===== config.mk =====
export PLATFORM = sky130hd
export DESIGN_NAME = mem_access_unit
export DESIGN_NICKNAME = d
export VERILOG_FILES = /design/src/rtl/mem_access_unit.sv
export SDC_FILE = /design/constraint.sdc
export NUM_CORES = 1
export LEC_CHECK = 0
export BUFFER_PORTS_ARGS = -buffer_cell sky130_fd_sc_hd__clkbuf_2
export CORE_MARGIN = 2
export CORE_UTILIZATION = 53
export DETAILED_ROUTE_END_ITERATION = 16
export PLACE_DENSITY = 0.88
export SLEW_MARGIN = 20
export SYNTH_ARGS = -nofsm -noshare
export SYNTH_HDL_FRONTEND = slang
export SYNTH_SLANG_ARGS = --single-unit
export TNS_END_PERCENT = 5

===== constraint.sdc =====
create_clock -name clk -period 2.7 [get_ports clk]
set_input_delay 0.27 -clock clk [delete_from_list [all_inputs] [get_ports clk]]
set_output_delay 0.27 -clock clk [all_outputs]
set_load 0.005 [all_outputs]

===== src/rtl/mem_access_unit.sv =====
// mem_access_unit: byte-addressed load/store front end for a word-only synchronous RAM.
// Sub-word stores use read-modify-write; misaligned or out-of-range requests error out without touching the RAM.
module mem_access_unit #(
    parameter int ADDR_W = 10
) (
    input  logic              clk,
    input  logic              rst,
    input  logic              req_valid,
    output logic              req_ready,
    input  logic              req_we,
    input  logic [1:0]        req_size,
    input  logic              req_signed,
    input  logic [31:0]       req_addr,
    input  logic [31:0]       req_wdata,
    output logic              resp_valid,
    output logic              resp_err,
    output logic [31:0]       resp_rdata,
    output logic              ram_we,
    output logic [ADDR_W-1:0] ram_addr,
    output logic [31:0]       ram_din,
    input  logic [31:0]       ram_dout
);
    typedef enum logic [2:0] {IDLE, ERR, READ, LOAD, WRITE, RMW_RD, RMW_WR} state_t;

    state_t            state, state_next;
    logic              we_q, signed_q;
    logic [1:0]        size_q;
    logic [ADDR_W+1:0] addr_q;
    logic [31:0]       wdata_q;
    logic              accept, bad;
    logic [4:0]        shift;
    logic [31:0]       dout_sh, merged, load_data;
    logic [7:0]        lane_b;
    logic [15:0]       lane_h;

    assign accept = req_valid && req_ready;
    assign bad = req_size == 2'b11 || (req_size == 2'b01 && req_addr[0]) ||
                 (req_size == 2'b10 && req_addr[1:0] != 2'b00) || req_addr[31:ADDR_W+2] != '0;

    // Big-endian: byte offset 0 lives in the top lane, so shift by (3 - offset) bytes
    assign shift     = {~addr_q[1:0], 3'b000};
    assign dout_sh   = ram_dout >> shift;
    assign lane_b    = dout_sh[7:0];
    assign lane_h    = addr_q[1] ? ram_dout[15:0] : ram_dout[31:16];
    assign load_data = size_q == 2'b00 ? {{24{signed_q & lane_b[7]}}, lane_b} :
                       size_q == 2'b01 ? {{16{signed_q & lane_h[15]}}, lane_h} : ram_dout;
    assign merged    = size_q == 2'b00 ? (ram_dout & ~(32'hff << shift)) | ({24'b0, wdata_q[7:0]} << shift) :
                       addr_q[1] ? {ram_dout[31:16], wdata_q[15:0]} : {wdata_q[15:0], ram_dout[15:0]};

    always_ff @(posedge clk) begin
        if (rst) begin
            state      <= IDLE;
            we_q       <= 1'b0;
            signed_q   <= 1'b0;
            size_q     <= 2'b00;
            addr_q     <= '0;
            wdata_q    <= '0;
            resp_rdata <= '0;
        end else begin
            state <= state_next;
            if (accept) begin
                we_q     <= req_we;
                signed_q <= req_signed;
                size_q   <= req_size;
                addr_q   <= req_addr[ADDR_W+1:0];
                wdata_q  <= req_wdata;
            end
            if (state == LOAD) resp_rdata <= load_data;
        end
    end

    always_comb begin
        state_next = state;
        case (state)
            IDLE:    if (accept) state_next = bad ? ERR : !req_we ? READ : req_size == 2'b10 ? WRITE : RMW_RD;
            READ:    state_next = LOAD;
            RMW_RD:  state_next = RMW_WR;
            default: state_next = IDLE;
        endcase
    end

    // Reset gates the write strobe and the response so an abandoned RMW leaves no trace
    assign req_ready  = state == IDLE;
    assign resp_valid = !rst && (state == ERR || state == LOAD || state == WRITE || state == RMW_WR);
    assign resp_err   = !rst && state == ERR;
    assign ram_we     = !rst && (state == WRITE || state == RMW_WR);
    assign ram_addr   = addr_q[ADDR_W+1:2];
    assign ram_din    = state == WRITE ? wdata_q : state == RMW_WR ? merged : '0;

    logic unused;
    assign unused = we_q;
endmodule

# Word level (Yosys, flattened, before mapping)
# Cells that the tools add are included.
totals:
  ff_bits: 82
  latchBits: 0
  ram_bits: 0
  rom_bits: 0
  wordCells: 56
  n_memories: 0
op_classes:
  add_sub_neg: 0
  mul: 0
  n_div: 0
  magnitude_cmp: 0
  eq_ne: 11
  shifts: 3
  n_mux: 12
  bitwise_logic: 6
  n_reduce_logical: 18
ops:
  columns: ["op", "n"]
  rows:
  - ["32-bit 2-to-1 mux", 6]
  - ["32-bit AND", 1]
  - ["32-bit inverter", 1]
  - ["32-bit OR", 1]
  - ["8-bit by 5-bit left shift with 32-bit output", 1]
  - ["8-bit by 5-bit left shift with 32-bit output (first input constant)", 1]
  - ["32-bit by 5-bit >> shifter with 8-bit output", 1]
  - ["20-bit nonzero test", 1]
  - ["16-bit 2-to-1 mux", 1]
  - ["3-bit == test (second input constant)", 3]
  - ["3-bit 2-to-1 mux", 3]
  - ["3-bit one-hot mux with 3 select lines", 1]
  - ["1-bit logical OR", 7]
  - ["3-bit by 2-bit == test with 1-bit output (second input constant)", 2]
  - ["1-bit logical AND", 6]
  - ["2-bit by 1-bit == test with 1-bit output (second input constant)", 2]
  - ["2-bit == test (second input constant)", 2]
  - ["3-bit by 1-bit == test with 1-bit output (second input constant)", 1]
  - ["3-bit logical NOT", 1]
  - ["1-bit AND", 2]
  - ["2-bit logical NOT", 1]
  - ["2-bit by 1-bit != test with 1-bit output (second input constant)", 1]
  - ["2-bit inverter", 1]
  - ["2-bit nonzero test", 1]
  - ["other kinds (2)", 2]

# Longest topological paths before layout
# Gate-level depths: netlist of the first run.
depth:
  word_depth: 8
  depth_mapped: 7
  mapped_depth_nobuf: 4

# Worst setup path before layout of the first run
# Ideal clock, no wire load.
synth_path:
  path_type: "register to output"
  from: "register state[0]"
  to: "output ram_din[0]"
  arrival_ns: 1.481
  required_time_ns: 2.430
  slack_ns: 0.949
  path_stages_with_launch: 7
  n_path_buf: 2
  cell_sequence: "dfxtp_1 buf_2 nand2b_1 or2_2 clkbuf_1 a21oi_2 a22o_1"
synth_via:
  elab_chain_cells: 3
  elab_cells_between_ends: 4
  classes_between: "eq/ne: 2; mux: 2"
synth_lines:
  columns: ["item", "line_no", "source"]
  rows:
  - ["start, declared", "25", "state_t state, state_next;"]
  - ["start signal, assigned", "60", "state <= state_next;"]
  - ["3-bit == test", "88", "assign ram_din = state == WRITE ? wdata_q : state == RMW_WR ? merged : '0;"]
  - ["32-bit 2-to-1 mux", "88", null]
  - ["32-bit 2-to-1 mux *", "88", null]
  - ["end, declared", "20", "output logic [31:0] ram_din,"]
# Every way passes the cells marked *; elsewhere a longest branch is shown, timed or not.

# Worst setup path in the final report of the first run
layout_path:
  from: "register state[2]"
  to: "output ram_din[5]"
# The elaborated chain is that of the path after synthesis.

==> out/qor.yml, run 1 <==
status:
  status: "completed"
placed_design:
  post-place-ws_ns: 0.615
  dp_hpwl_mm: 10.8
  placed_cells: 817
  place.gp.congestion: 1.01
  place_area_mm2: 0.00529
  port_buffers: 180
power_and_ir_drop:
  power.total_mw: 2.65
  p_leak_nw: 2.32
  combPwrFrac_pct: 16.2
  p_clk_share_pct: 34.9
  p_switching_mw: 0.737
  switching_share_pct: 27.8
  powerDensity_mw_per_mm2: 482
  pwr-share-seq_pct: 48.9
  p_int_mw: 1.91
  peakVddDrop_mv: 0.227
synthesis:
  netlist_area_mm2: 0.00445
  synth_seq_area_share_pct: 36.9
  synth_nets: 680
  synth_cell_types: 44
  ys.flop_type: "dfxtp_1"
  avgSynthCellArea_um2: 7.72
  synth_edf_count: 0
  ys_seq_elements: 82
  synth_warnings: 0
  synth-async-reset-ratio_pct: 0
  netlist_instances: 577
cts:
  postCtsHoldBufs: 0
  postCtsResizedCells: 0
  clk_path_buf_depth: 2
  clock_latency_ns: 0.36
  cts_setup_buffers: 0
  cts_made_buffers: 9
  htree_levels: 3
  cts.reportedPaths.clkPinSlew_ns: 0.09
  cts.sinks: 82
  clockRootBuffer: "clkbuf_8"
  cts_tree: "done"
setup_path:
  critPathTopFamily: "simple AND/OR/NAND/NOR gates"
  slowest_delay_ns: 0.56
  reg2reg_depth: 4
  cpMaxStageDelayCell: "nor2_1"
  cp-startpoint: "state[2]$_SDFFE_PP0P_"
  cp.required_ns: 2.43
  cp_cell_sequence: "nand2b_1 > nor2_1 > a31o_2 > a22o_1 > clkbuf_2"
  timing.rr.end: "resp_rdata[31]$_SDFFE_PP0P_"
  reg2reg_from: "size_q[0]$_SDFFE_PP0P_"
  path_buf_inv: 1
  critical_path_class: "reg -> out"
  rrSetupSlack_ns: 0.72
  arrival_ns: 2.30
  critPathMaxFanout: 10
  cp-end-kind: "output pin"
  crit_path_start_kind: "register"
sta:
  rsz0062_at_grt: "no"
  setup_viol: 0
  slew_viol_final: 0
  fin_tns_setup_ns: 0
  relSlewSlack_pct: 53.9
  period_share_pct: 95.0
  worst_slack_ns: 0.134
  fin_crit_ns: 2.57
  fmax_mhz: 390
  timing.hold.ws_ns: 0.123
  tightest_slew_ns: 0.690
  fin_skew_ns: 0.00724
  finalHoldViolCount: 0
floorplanning:
  start_util_pct: 54.5
  fp.dieH_um: 95.7
  num_io_pins: 181
  die_w_um: 95.7
  dieArea_mm2: 0.00915
  fp-row-count: 33
  coreArea_mm2: 0.00818
layout:
  design_area_mm2: 0.00549
  num_antenna_cells: 0
  layout.nets: 826
  layout-drive-gt1-share_pct: 31.3
  final_cell_mix: "clkbuf_2, nand2_1, dfxtp_1"
  area_delta_synth_final_pct: 23.4
  post-route-util_pct: 67.2
  final_common_cell: "clkbuf_2"
  stdcell_count: 833
  nFillCells: 745
min_path:
  min_from: "req_wdata[7]"
  min_delay_path_depth: 3
  worstHoldEndpoint: "wdata_q[7]$_SDFFE_PP0P_"
  min_path_type: "in -> reg"
route:
  drt-initial-drc-count: 520
  met2_length_mm: 6.45
  wl_met1_mm: 5.55
  met3_length_mm: 1.66
  top_layer: "met4"
  drt-vias-per-instance: 5.88
  dr_total_vias: 4895
  wirelength_mm: 14.1
  wl_per_cell_um: 17.0
  antenna_left: 0
  drt_first_pass_iters: 7
  drc: 0
grt:
  grt_usage_pct: 30.4
  grt_pass1_vias: 4191
  grt_max_degree: 48
  grt_pass1_wl_mm: 21.0
  antenna_found_initial: 0
  overflow: 0
flow_run:
  maxCapViolCount: 0
-- synth_stat cells (3+ instances only) --
master | count | area (um2)
mux4_2 | 7 | 158
o211ai_1 | 15 | 113
mux2i_1 | 18 | 180
nor4_1 | 6 | 37.5
a21oi_1 | 53 | 265
nand2_1 | 133 | 499
o21a_1 | 7 | 52.6
dfxtp_1 | 82 | 1640
nor2_1 | 46 | 173
inv_1 | 5 | 18.8
nand2b_1 | 10 | 62.6
a32o_1 | 8 | 80.1
mux2_2 | 3 | 33.8
a22o_1 | 9 | 78.8
buf_2 | 14 | 70.1
o21ai_0 | 35 | 175
a21o_1 | 8 | 60.1
clkbuf_1 | 28 | 105
o22ai_1 | 8 | 50.1
nor3_1 | 12 | 60.1
or3_1 | 7 | 43.8
a211oi_1 | 23 | 173
buf_4 | 15 | 113
-- power by group through the flow --
| stage | registers (mW) | logic (mW) | clock network (mW) |
|---|---|---|---|
| 5_1_grt | 1.30 | 0.468 | 0.988 |
| 3_5_place_dp | 1.32 | 0.422 | 0 |
| 4_1_cts | 1.29 | 0.423 | 0.930 |
| 6_report | 1.29 | 0.430 | 0.924 |
| 3_3_place_gp | 1.32 | 0.412 | 0 |
| 2_1_floorplan | 1.30 | 0.279 | 0 |
-- worst register-to-register path, delay by kind of cell, from the launching register on --
family          cells  cell delay, ns
compound gates      2            0.62
flops               1            0.64
mux                 1            0.37
simple gates        1            0.21
-- layout make-up --
| cell class | instances | area [um2] | share of cell area, % |
|---|---|---|---|
| Multi-Input combinational cell | 431 | 2490 | 45.4 |
| Sequential cell | 82 | 1640 | 29.9 |
| Timing Repair Buffer | 194 | 1010 | 18.3 |
| Clock buffer | 12 | 155 | 2.82 |
| Tap cell | 105 | 131 | 2.39 |
| Clock inverter | 4 | 48.8 | 0.888 |
| Inverter | 5 | 18.8 | 0.342 |
-- cells by family after synthesis --
group	share of synthesized area [%]
buffers and inverters	7.22
muxes	8.35
AOI/OAI and AO/OA	25.7
and+or+nand+nor	21.9
DFF	36.9
-- registers in the layout, indices dropped and copies added, names as in the netlist --
register    flops
resp_rdata     32
signed_q        1
addr_q         12
state           3
size_q          2
wdata_q        32
-- how the worst max path moves through the flow --
stage / endpoint / slack (ns) / depth (start not counted)
6_report: ram_din[5] / 0.13 / 5
5_1_grt: ram_din[28] / 0.04 / 5
4_1_cts: ram_din[5] / 0.21 / 5
3_5_place_dp: ram_din[5] / 0.61 / 5
3_3_place_gp: ram_din[27] / 0.68 / 5
2_1_floorplan: ram_din[0] / 0.95 / 6
-- layer usage --
metal,GRT usage [%],vias up
li1,-,2317
met1,40.0,2214
met2,47.2,320
met3,7.67,44
met4,13.5,0
met5,0,-
No activity file was read; power rests on OpenSTA's default activity.
==> run 2: changes to the inputs <==
--- a/config.mk
+++ b/config.mk
@@ -8,8 +8,10 @@
 export BUFFER_PORTS_ARGS = -buffer_cell sky130_fd_sc_hd__clkbuf_2
 export CORE_MARGIN = 2
 export CORE_UTILIZATION = 53
+export CTS_CLUSTER_DIAMETER = 50
 export DETAILED_ROUTE_END_ITERATION = 16
-export PLACE_DENSITY = 0.88
+export GPL_ROUTABILITY_DRIVEN = 0
+export PLACE_DENSITY = 0.91
 export SLEW_MARGIN = 20
 export SYNTH_ARGS = -nofsm -noshare
 export SYNTH_HDL_FRONTEND = slang
==> out/qor.yml, run 2 (synthesis gave the netlist of run 1 again) <==
status:
  status: "completed"
flow_run:
  maxCapViolCount: 0
cts:
  cts_made_buffers: 9
  htree_levels: 3
  cts.sinks: 82
  cts.reportedPaths.clkPinSlew_ns: 0.08
  postCtsResizedCells: 1
  clockRootBuffer: "clkbuf_8"
  clock_latency_ns: 0.36
  cts_tree: "done"
  cts_setup_buffers: 0
  clk_path_buf_depth: 2
  postCtsHoldBufs: 0
route:
  wirelength_mm: 14.9
  drt_first_pass_iters: 7
  drc: 0
  dr_total_vias: 5122
  antenna_left: 0
  drt-initial-drc-count: 632
  drt-vias-per-instance: 6.16
  wl_per_cell_um: 17.9
grt:
  use_met2_pct: 49.0
  overflow: 0
  use_met1_pct: 42.2
  grtUsageMet3_pct: 6.32
  grt_pass1_wl_mm: 22.7
  grt_usage_pct: 32.1
  antenna_found_initial: 0
  grt_max_degree: 44
  grt_pass1_vias: 4668
  busiest_layer: "met2"
sta:
  relSlewSlack_pct: 61.2
  slew_viol_final: 0
  fmax_mhz: 385
  rsz0062_at_grt: "no"
  finalHoldViolCount: 0
  tightest_slew_ns: 0.579
  worst_slack_ns: 0.101
  period_share_pct: 96.3
  fin_crit_ns: 2.60
  fin_skew_ns: 0.00789
  fin_tns_setup_ns: 0
  setup_viol: 0
layout:
  area_delta_synth_final_pct: 22.6
  nFillCells: 712
  reg_top3: "resp_rdata x32, wdata_q x32, addr_q x12"
  num_antenna_cells: 0
  layout.nets: 825
  final_common_cell: "clkbuf_2"
  layout-drive-gt1-share_pct: 31.3
  seq_area_mm2: 0.00164
  multi_input_area_mm2: 0.00250
  final_cell_mix: "clkbuf_2, nand2_1, dfxtp_1"
setup_path:
  crit_top_cell: "o21ai_0"
  critPathMaxFanout: 34
  cp.required_ns: 2.43
  arrival_ns: 2.33
  crit_path_start_kind: "register"
  cp_cell_sequence: "buf_4 > or2_2 > o21ai_0 > o22ai_1 > o21ai_0 > clkbuf_2"
  critical_path_class: "reg -> out"
  cpMaxStageDelayCell: "or2_2"
  cp-end-kind: "output pin"
  slowest_delay_ns: 0.53
power_and_ir_drop:
  power.total_mw: 2.56
  switching_share_pct: 29.2
  combPwrFrac_pct: 17.4
  p_leak_nw: 2.29
  p_switching_mw: 0.747
  peakVddDrop_mv: 0.226
  pwr-share-seq_pct: 50.4
  p_int_mw: 1.81
  p_clk_share_pct: 32.2
  powerDensity_mw_per_mm2: 468
floorplanning:
  fp.dieH_um: 95.7
  die_w_um: 95.7
  coreArea_mm2: 0.00818
  num_io_pins: 181
  dieArea_mm2: 0.00915
  start_util_pct: 54.5
  fp-row-count: 33
placed_design:
  post-place-ws_ns: 0.400
  port_buffers: 180
  dp_hpwl_mm: 11.2
min_path:
  min_path_type: "in -> reg"
run 2: cell count changes in the layout (fill, tap and decap cells not counted), sizes merged:
| cell | before | now |
|---|---|---|
| inv | 6 | 5 |
| buf | 14 | 13 |
| clkbuf | 192 | 193 |
| clkinvlp | 0 | 1 |
| bufinv | 1 | 0 |
| clkinv | 2 | 1 |
run 2: worst max-delay path, delay by kind of cell, from the launching register on:
kind	cells	cell delay, ns
and+or+nand+nor	1	0.53
buffers and inverters	2	0.40
DFF	1	0.33
AOI/OAI and AO/OA	3	0.70
run 2: area by class of cell:
type                       count  share of cell area (%)
tap                          105                    2.41
clock buffer                  13                    2.91
clock inverter                 2                   0.229
inverter                       5                   0.344
timing repair buffer         193                    18.3
multi-input combinational    431                    45.7
sequential                    82                    30.1
run 2: power by group through the flow:
stage | combinational [mW] | clock (mW) | sequential, mW
2_1_floorplan | 0.279 | 0 | 1.30
3_3_place_gp | 0.414 | 0 | 1.31
3_5_place_dp | 0.430 | 0 | 1.31
4_1_cts | 0.433 | 0.826 | 1.29
5_1_grt | 0.480 | 0.880 | 1.29
6_report | 0.446 | 0.823 | 1.29
run 2: path summary, 6_finish.rpt:
check	cells after the start	from	slack (ns)	to
setup reg to reg	5	addr_q[1]$_SDFFE_PP0P_	0.61	resp_rdata[4]$_SDFFE_PP0P_
setup / recovery	6	size_q[1]$_SDFFE_PP0P_	0.10	ram_din[27]
hold reg to reg	2	wdata_q[25]$_SDFFE_PP0P_	0.46	wdata_q[25]$_SDFFE_PP0P_
hold / removal	3	req_wdata[17]	0.12	wdata_q[17]$_SDFFE_PP0P_
run 2: stage by stage:
step / hold WS, ns / instance area (um2) / cells / utilization (%)
global placement: 0.444 / 5280 / 816 / 64.6
detailed placement: 0.448 / 5280 / 816 / 64.6
finish: 0.122 / 5460 / 831 / 66.8
global route: 0.126 / 5460 / 831 / 66.8
CTS: 0.122 / 5460 / 831 / 66.7
floorplan: 0.406 / 4450 / 577 / -
run 2: per-layer routing:
metal | vias to the layer above | part of all wire, %
met3 | 69 | 12
met2 | 382 | 44
met5 | - | 0
met1 | 2349 | 40
met4 | 0 | 4.4
li1 | 2322 | -
